`config.mk`:
```
export PLATFORM = sky130hd
export DESIGN_NAME = duration_meter
export DESIGN_NICKNAME = d
export VERILOG_FILES = /design/src/rtl/duration_meter.sv
export SDC_FILE = /design/constraint.sdc
export NUM_CORES = 1
export LEC_CHECK = 0
export CORE_MARGIN = 2
export CORE_UTILIZATION = 35
export CTS_CLUSTER_DIAMETER = 30
export CTS_CLUSTER_SIZE = 10
export DETAILED_ROUTE_END_ITERATION = 16
export HOLD_SLACK_MARGIN = 0.1
export SYNTH_ARGS = -nofsm -noshare
export SYNTH_HDL_FRONTEND = slang
export SYNTH_SLANG_ARGS = --single-unit
```
`constraint.sdc`:
```
create_clock -name clk -period 3.7 [get_ports clk]
set_input_delay 0.74 -clock clk [delete_from_list [all_inputs] [get_ports clk]]
set_output_delay 0.74 -clock clk [all_outputs]
set_load 0.02 [all_outputs]
```
`src/rtl/duration_meter.sv`:
```
// duration_meter
//   Measures how many clk cycles an active-low window on glitch_n stays low.
//   It sits on the loopback/monitor path, so the host can confirm that a
//   requested glitch duration actually appeared on the pin. A one-cycle arm
//   starts one measurement. The result is held behind a valid/ack handshake.
//
// Ports
//   clk       system clock, rising edge
//   reset     asynchronous, active-low reset
//   arm       one-cycle pulse that starts a measurement (honoured in IDLE only)
//   ack       consumer accepts the result and clears valid
//   glitch_n  monitored active-low window, asynchronous to clk
//   width     measured low duration in clk cycles (0 on timeout)
//   valid     result available, from capture until ack
//   overflow  counter saturated during the captured measurement
//   timeout   no falling edge arrived within TIMEOUT cycles of arming
//   busy      high while armed, waiting for an edge or measuring
module duration_meter #(
    parameter int          CNT_W       = 32,
    parameter int          SYNC_STAGES = 2,
    parameter logic [31:0] TIMEOUT     = 32'hFFFF_FFFF
) (
    input  logic             clk,
    input  logic             reset,
    input  logic             arm,
    input  logic             ack,
    input  logic             glitch_n,
    output logic [CNT_W-1:0] width,
    output logic             valid,
    output logic             overflow,
    output logic             timeout,
    output logic             busy
);

    typedef enum logic [2:0] {
        IDLE,
        ARMED,
        WAIT_FALL,
        MEASURE,
        DONE
    } state_t;

    localparam logic [CNT_W-1:0] CNT_MAX = '1;

    state_t                 state;
    logic [SYNC_STAGES-1:0] sync_ff;
    logic                   s;
    logic                   s_d;
    logic [CNT_W-1:0]       count;
    logic                   ovf_int;
    logic [31:0]            wait_timer;

    // Saturating increment: the counter parks at its maximum instead of wrapping.
    function automatic logic [CNT_W-1:0] sat_inc(input logic [CNT_W-1:0] value);
        return (value == CNT_MAX) ? value : value + CNT_W'(1);
    endfunction

    // The timer counts from 0 after arming. It therefore hits TIMEOUT-1 on the
    // TIMEOUT-th waiting cycle. A TIMEOUT of 0 means "wait forever".
    function automatic logic wait_expired(input logic [31:0] timer);
        return (TIMEOUT != 32'd0) && (timer == TIMEOUT - 32'd1);
    endfunction

    assign s = sync_ff[SYNC_STAGES-1];

    // Synchroniser stage boundary. Reset to the inactive (high) level so that
    // leaving reset never looks like a falling edge.
    always_ff @(posedge clk or negedge reset) begin
        if (!reset) begin
            sync_ff <= '1;
            s_d     <= 1'b1;
        end else begin
            sync_ff <= {sync_ff[SYNC_STAGES-2:0], glitch_n};
            s_d     <= s;
        end
    end

    // Measurement FSM stage boundary
    always_ff @(posedge clk or negedge reset) begin
        if (!reset) begin
            state      <= IDLE;
            width      <= '0;
            valid      <= 1'b0;
            overflow   <= 1'b0;
            timeout    <= 1'b0;
            busy       <= 1'b0;
            count      <= '0;
            ovf_int    <= 1'b0;
            wait_timer <= '0;
        end else begin
            case (state)
                IDLE: begin
                    if (arm) begin
                        state      <= ARMED;
                        busy       <= 1'b1;
                        count      <= '0;
                        ovf_int    <= 1'b0;
                        wait_timer <= '0;
                    end
                end
                // The line must be seen high before an edge is accepted. This
                // keeps a window that is already in progress from being measured.
                ARMED: begin
                    if (wait_expired(wait_timer)) begin
                        state    <= DONE;
                        width    <= '0;
                        timeout  <= 1'b1;
                        overflow <= 1'b0;
                        valid    <= 1'b1;
                        busy     <= 1'b0;
                    end else begin
                        wait_timer <= wait_timer + 32'd1;
                        if (s) begin
                            state <= WAIT_FALL;
                        end
                    end
                end
                WAIT_FALL: begin
                    if (s_d && !s) begin
                        // The edge cycle is itself the first low cycle.
                        state <= MEASURE;
                        count <= CNT_W'(1);
                    end else if (wait_expired(wait_timer)) begin
                        state    <= DONE;
                        width    <= '0;
                        timeout  <= 1'b1;
                        overflow <= 1'b0;
                        valid    <= 1'b1;
                        busy     <= 1'b0;
                    end else begin
                        wait_timer <= wait_timer + 32'd1;
                    end
                end
                MEASURE: begin
                    if (!s) begin
                        count <= sat_inc(count);
                        if (count == CNT_MAX) begin
                            ovf_int <= 1'b1;
                        end
                    end else begin
                        state    <= DONE;
                        width    <= count;
                        overflow <= ovf_int;
                        timeout  <= 1'b0;
                        valid    <= 1'b1;
                        busy     <= 1'b0;
                    end
                end
                DONE: begin
                    if (ack) begin
                        state <= IDLE;
                        valid <= 1'b0;
                    end
                end
                default: begin
                    state <= IDLE;
                    valid <= 1'b0;
                    busy  <= 1'b0;
                end
            endcase
        end
    end

endmodule

```
==> flow_metrics.tcl <==
set metrics [dict create \
    powerDensity_nw_per_um2 560.4 \
    grt_use_met2_pct 29.17 \
    layout.nets 603 \
    path_class "reg2reg" \
    tns_ns 0 \
    die_area_sq_um 16920 \
    yosysTopAreaCellShare_pct 46.78 \
    yosysTopAreaCell "dfrtp_1" \
    core_sq_um 15710 \
    yosysSeqAreaShare_pct 48.20 \
    netlist_instances 570 \
    cp.arrival_ns 3.18 \
    power.leakage_nw 2.540 \
    firstDrtPassIters 7 \
    gp_congestion 0.8526 \
    post_synth.cell_area_avg_sq_um 9.759 \
    hold_path_depth 0 \
    setup.worst_path.start_class "register" \
    power.total_mw 3.627 \
    max_slew_margin_pct 41.28 \
    htreeDepth 3 \
    drive_above_1_share_pct 8.833 \
    diodes 0 \
    max_cap_violations 0 \
    skew_ns 0.01067 \
    cts_root_buffer "clkbuf_16" \
    synth-edff-count 0 \
    cts_tree "yes" \
    ys.flop_type "dfrtp_1" \
    port_buffers 40 \
    routed_wl_um 14580 \
    postCtsSetupBuffers 0 \
    min_from "sync_ff[0]$_DFF_PN1_" \
    clock_tree.buffer_depth 2 \
    gr-total-overflow 0 \
    drt_first_iter_violations 327 \
    ys_ff_latch 107 \
    rr_endpoint "count[6]$_DFFE_PN0P_" \
    r2r_start "count[0]$_DFFE_PN0P_" \
    io_pins 41 \
    grt_usage_pct 18.04 \
    place_ws_ns 0.6626 \
    grt_max_degree 66 \
    vias 4887 \
    hold_buffers 0 \
    area_delta_synth_final_pct 16.33 \
    grt_first_pass_wirelength_um 24170 \
    hp-class "reg2reg" \
    async_reset_ff_share_pct 100.0 \
    drc_errors 0 \
    vias_per_cell 5.989 \
    crit_fanout 13 \
    clkLatencyLatePin_ns 0.36 \
    finalSetupViolations 0 \
    fmax_ghz 0.3427 \
    worst_slack_ns 0.7818 \
    finalHoldViolCount 0 \
    top_usage_layer "met2" \
    fill_cells 1527 \
    drtAntennaViolNets 0 \
    slew_viol_final 0 \
    clk_pin_slew_worst_paths_ns 0.07 \
    dieWidth_um 130.1 \
    regToRegSetupSlack_ns 0.78 \
    yosysWarnings 0 \
    grt_pass1_vias 4712 \
    cts.sinks 107 \
    antenna_found_initial 0 \
    synth_nets 578 \
    rsz0062_at_grt "no" \
    ys_top_cells_by_area "dfrtp_1 (47%), a22o_1 (5.2%), o31ai_1 (4.7%)" \
    rows 46 \
    grt_use_met3_pct 2.542 \
    start_util_pct 35.40 \
    mappedNetlistArea_sq_um 5563 \
    cts_resized 0 \
    ys_types 56 \
    cts_made_buffers 9 \
    hold_end "sync_ff[1]$_DFF_PN1_" \
    period_minus_slack_ns 2.918 \
    r2r_cells 7 \
    endpoint_kind "register" \
    period_share_pct 78.87 \
    hpwlAfterDp_um 9807 \
    tightest_slew_ns 0.8727 \
    crit_required_ns 3.97 \
    grtUsageMet1_pct 24.26 \
    die_y_um 130.1 \
    ir_worst_vdd_v 0.0002234 \
    wl_per_cell_um 17.87 \
    status "completed" \
]
Yosys cell counts (8+ instances only):
cell / number
dfrtp_1: 104
a21oi_1: 50
nand2_1: 45
o31ai_1: 35
a22o_1: 33
nand4_1: 30
nor2_1: 29
or4_1: 27
clkbuf_1: 24
nand3_1: 24
o21ai_0: 22
a31oi_1: 16
buf_2: 10
inv_1: 8
nand2b_1: 8
nor3_1: 8
o21a_1: 8
area by class of cell:
class | instances | area [sq um] | share of cell area, %
multi-input combinational | 415 | 2670 | 41.26
tap | 216 | 270.3 | 4.176
clock inverter | 7 | 78.83 | 1.218
inverter | 8 | 30.03 | 0.4640
sequential | 107 | 2681 | 41.43
clock buffer | 9 | 225.2 | 3.480
timing repair buffer | 54 | 515.5 | 7.966
flip-flops by register name, indices dropped and copies added, names as in the netlist, 2 cells and up:
register,cells
count,32
state,3
sync_ff,2
wait_timer,32
width,32
cells in the final DEF, fill, tap and decap left out, drive strengths merged, types with 10 or more instances in the layout:
master         Yosys  routed
a21oi             50      50
a22o              33      33
a31oi             16      16
buf               15      15
clkdlybuf4s50      0      39
dfrtp            104     104
nand2             45      45
nand3             24      24
nand4             31      31
nor2              30      30
nor3              10      10
nor4              10      10
o21ai             22      22
o31ai             35      35
or4               29      29
where the power goes:
group | switching, mW | internal (mW)
registers | 0.240 | 1.34
logic | 0.657 | 0.411
clock network | 0.450 | 0.528
routing by layer:
layer,wire [um],vias up
met4,324,0
met5,0,-
met2,7097,159
met1,6473,2414
met3,689,27
li1,-,2287
through the flow:
step	area (sq um)	util (%)	hold WS, ns	std cells
3_5_place_dp	6167	39.25	0.3490	800
5_1_grt	6471	41.18	0.3660	816
6_report	6471	41.18	0.3588	816
4_1_cts	6471	41.18	0.3601	816
3_3_place_gp	6167	39.25	0.3465	800
2_1_floorplan	5563	-	0.3452	570
how the worst max path moves through the flow:
stage               cells after the start                    endpoint            startpoint
floorplan                               9        count[2]$_DFFE_PN0P_  count[0]$_DFFE_PN0P_
global placement                        7  wait_timer[31]$_DFFE_PN0P_                   arm
detailed placement                      7   wait_timer[9]$_DFFE_PN0P_                   arm
CTS                                     7        count[6]$_DFFE_PN0P_  count[0]$_DFFE_PN0P_
global route                            7       count[15]$_DFFE_PN0P_  count[0]$_DFFE_PN0P_
finish                                  7        count[6]$_DFFE_PN0P_  count[0]$_DFFE_PN0P_
worst max-delay path, stage by stage, from the launching register on:
cell     delay (ns)
dfrtp_1        0.49
ha_1           0.28
nand4_1        0.19
or4_1          0.73
nor3_4         0.54
nor2_2         0.17
buf_4          0.23
a31oi_1        0.20
cell families (layout without fill, tap and decap cells):
kind of cell / count (synthesis) / after routing / synth area share (%)
AO/OA/AOI/OAI: 194 / 194 / 23.89
adder cells (fa/ha/maj): 3 / 3 / 0.6748
buffers and inverters: 48 / 78 / 3.959
flip-flops: 107 / 107 / 48.20
multiplexers: 3 / 3 / 0.5623
AND/OR/NAND/NOR: 215 / 215 / 22.72
No activity file was read; power rests on OpenSTA's default activity.
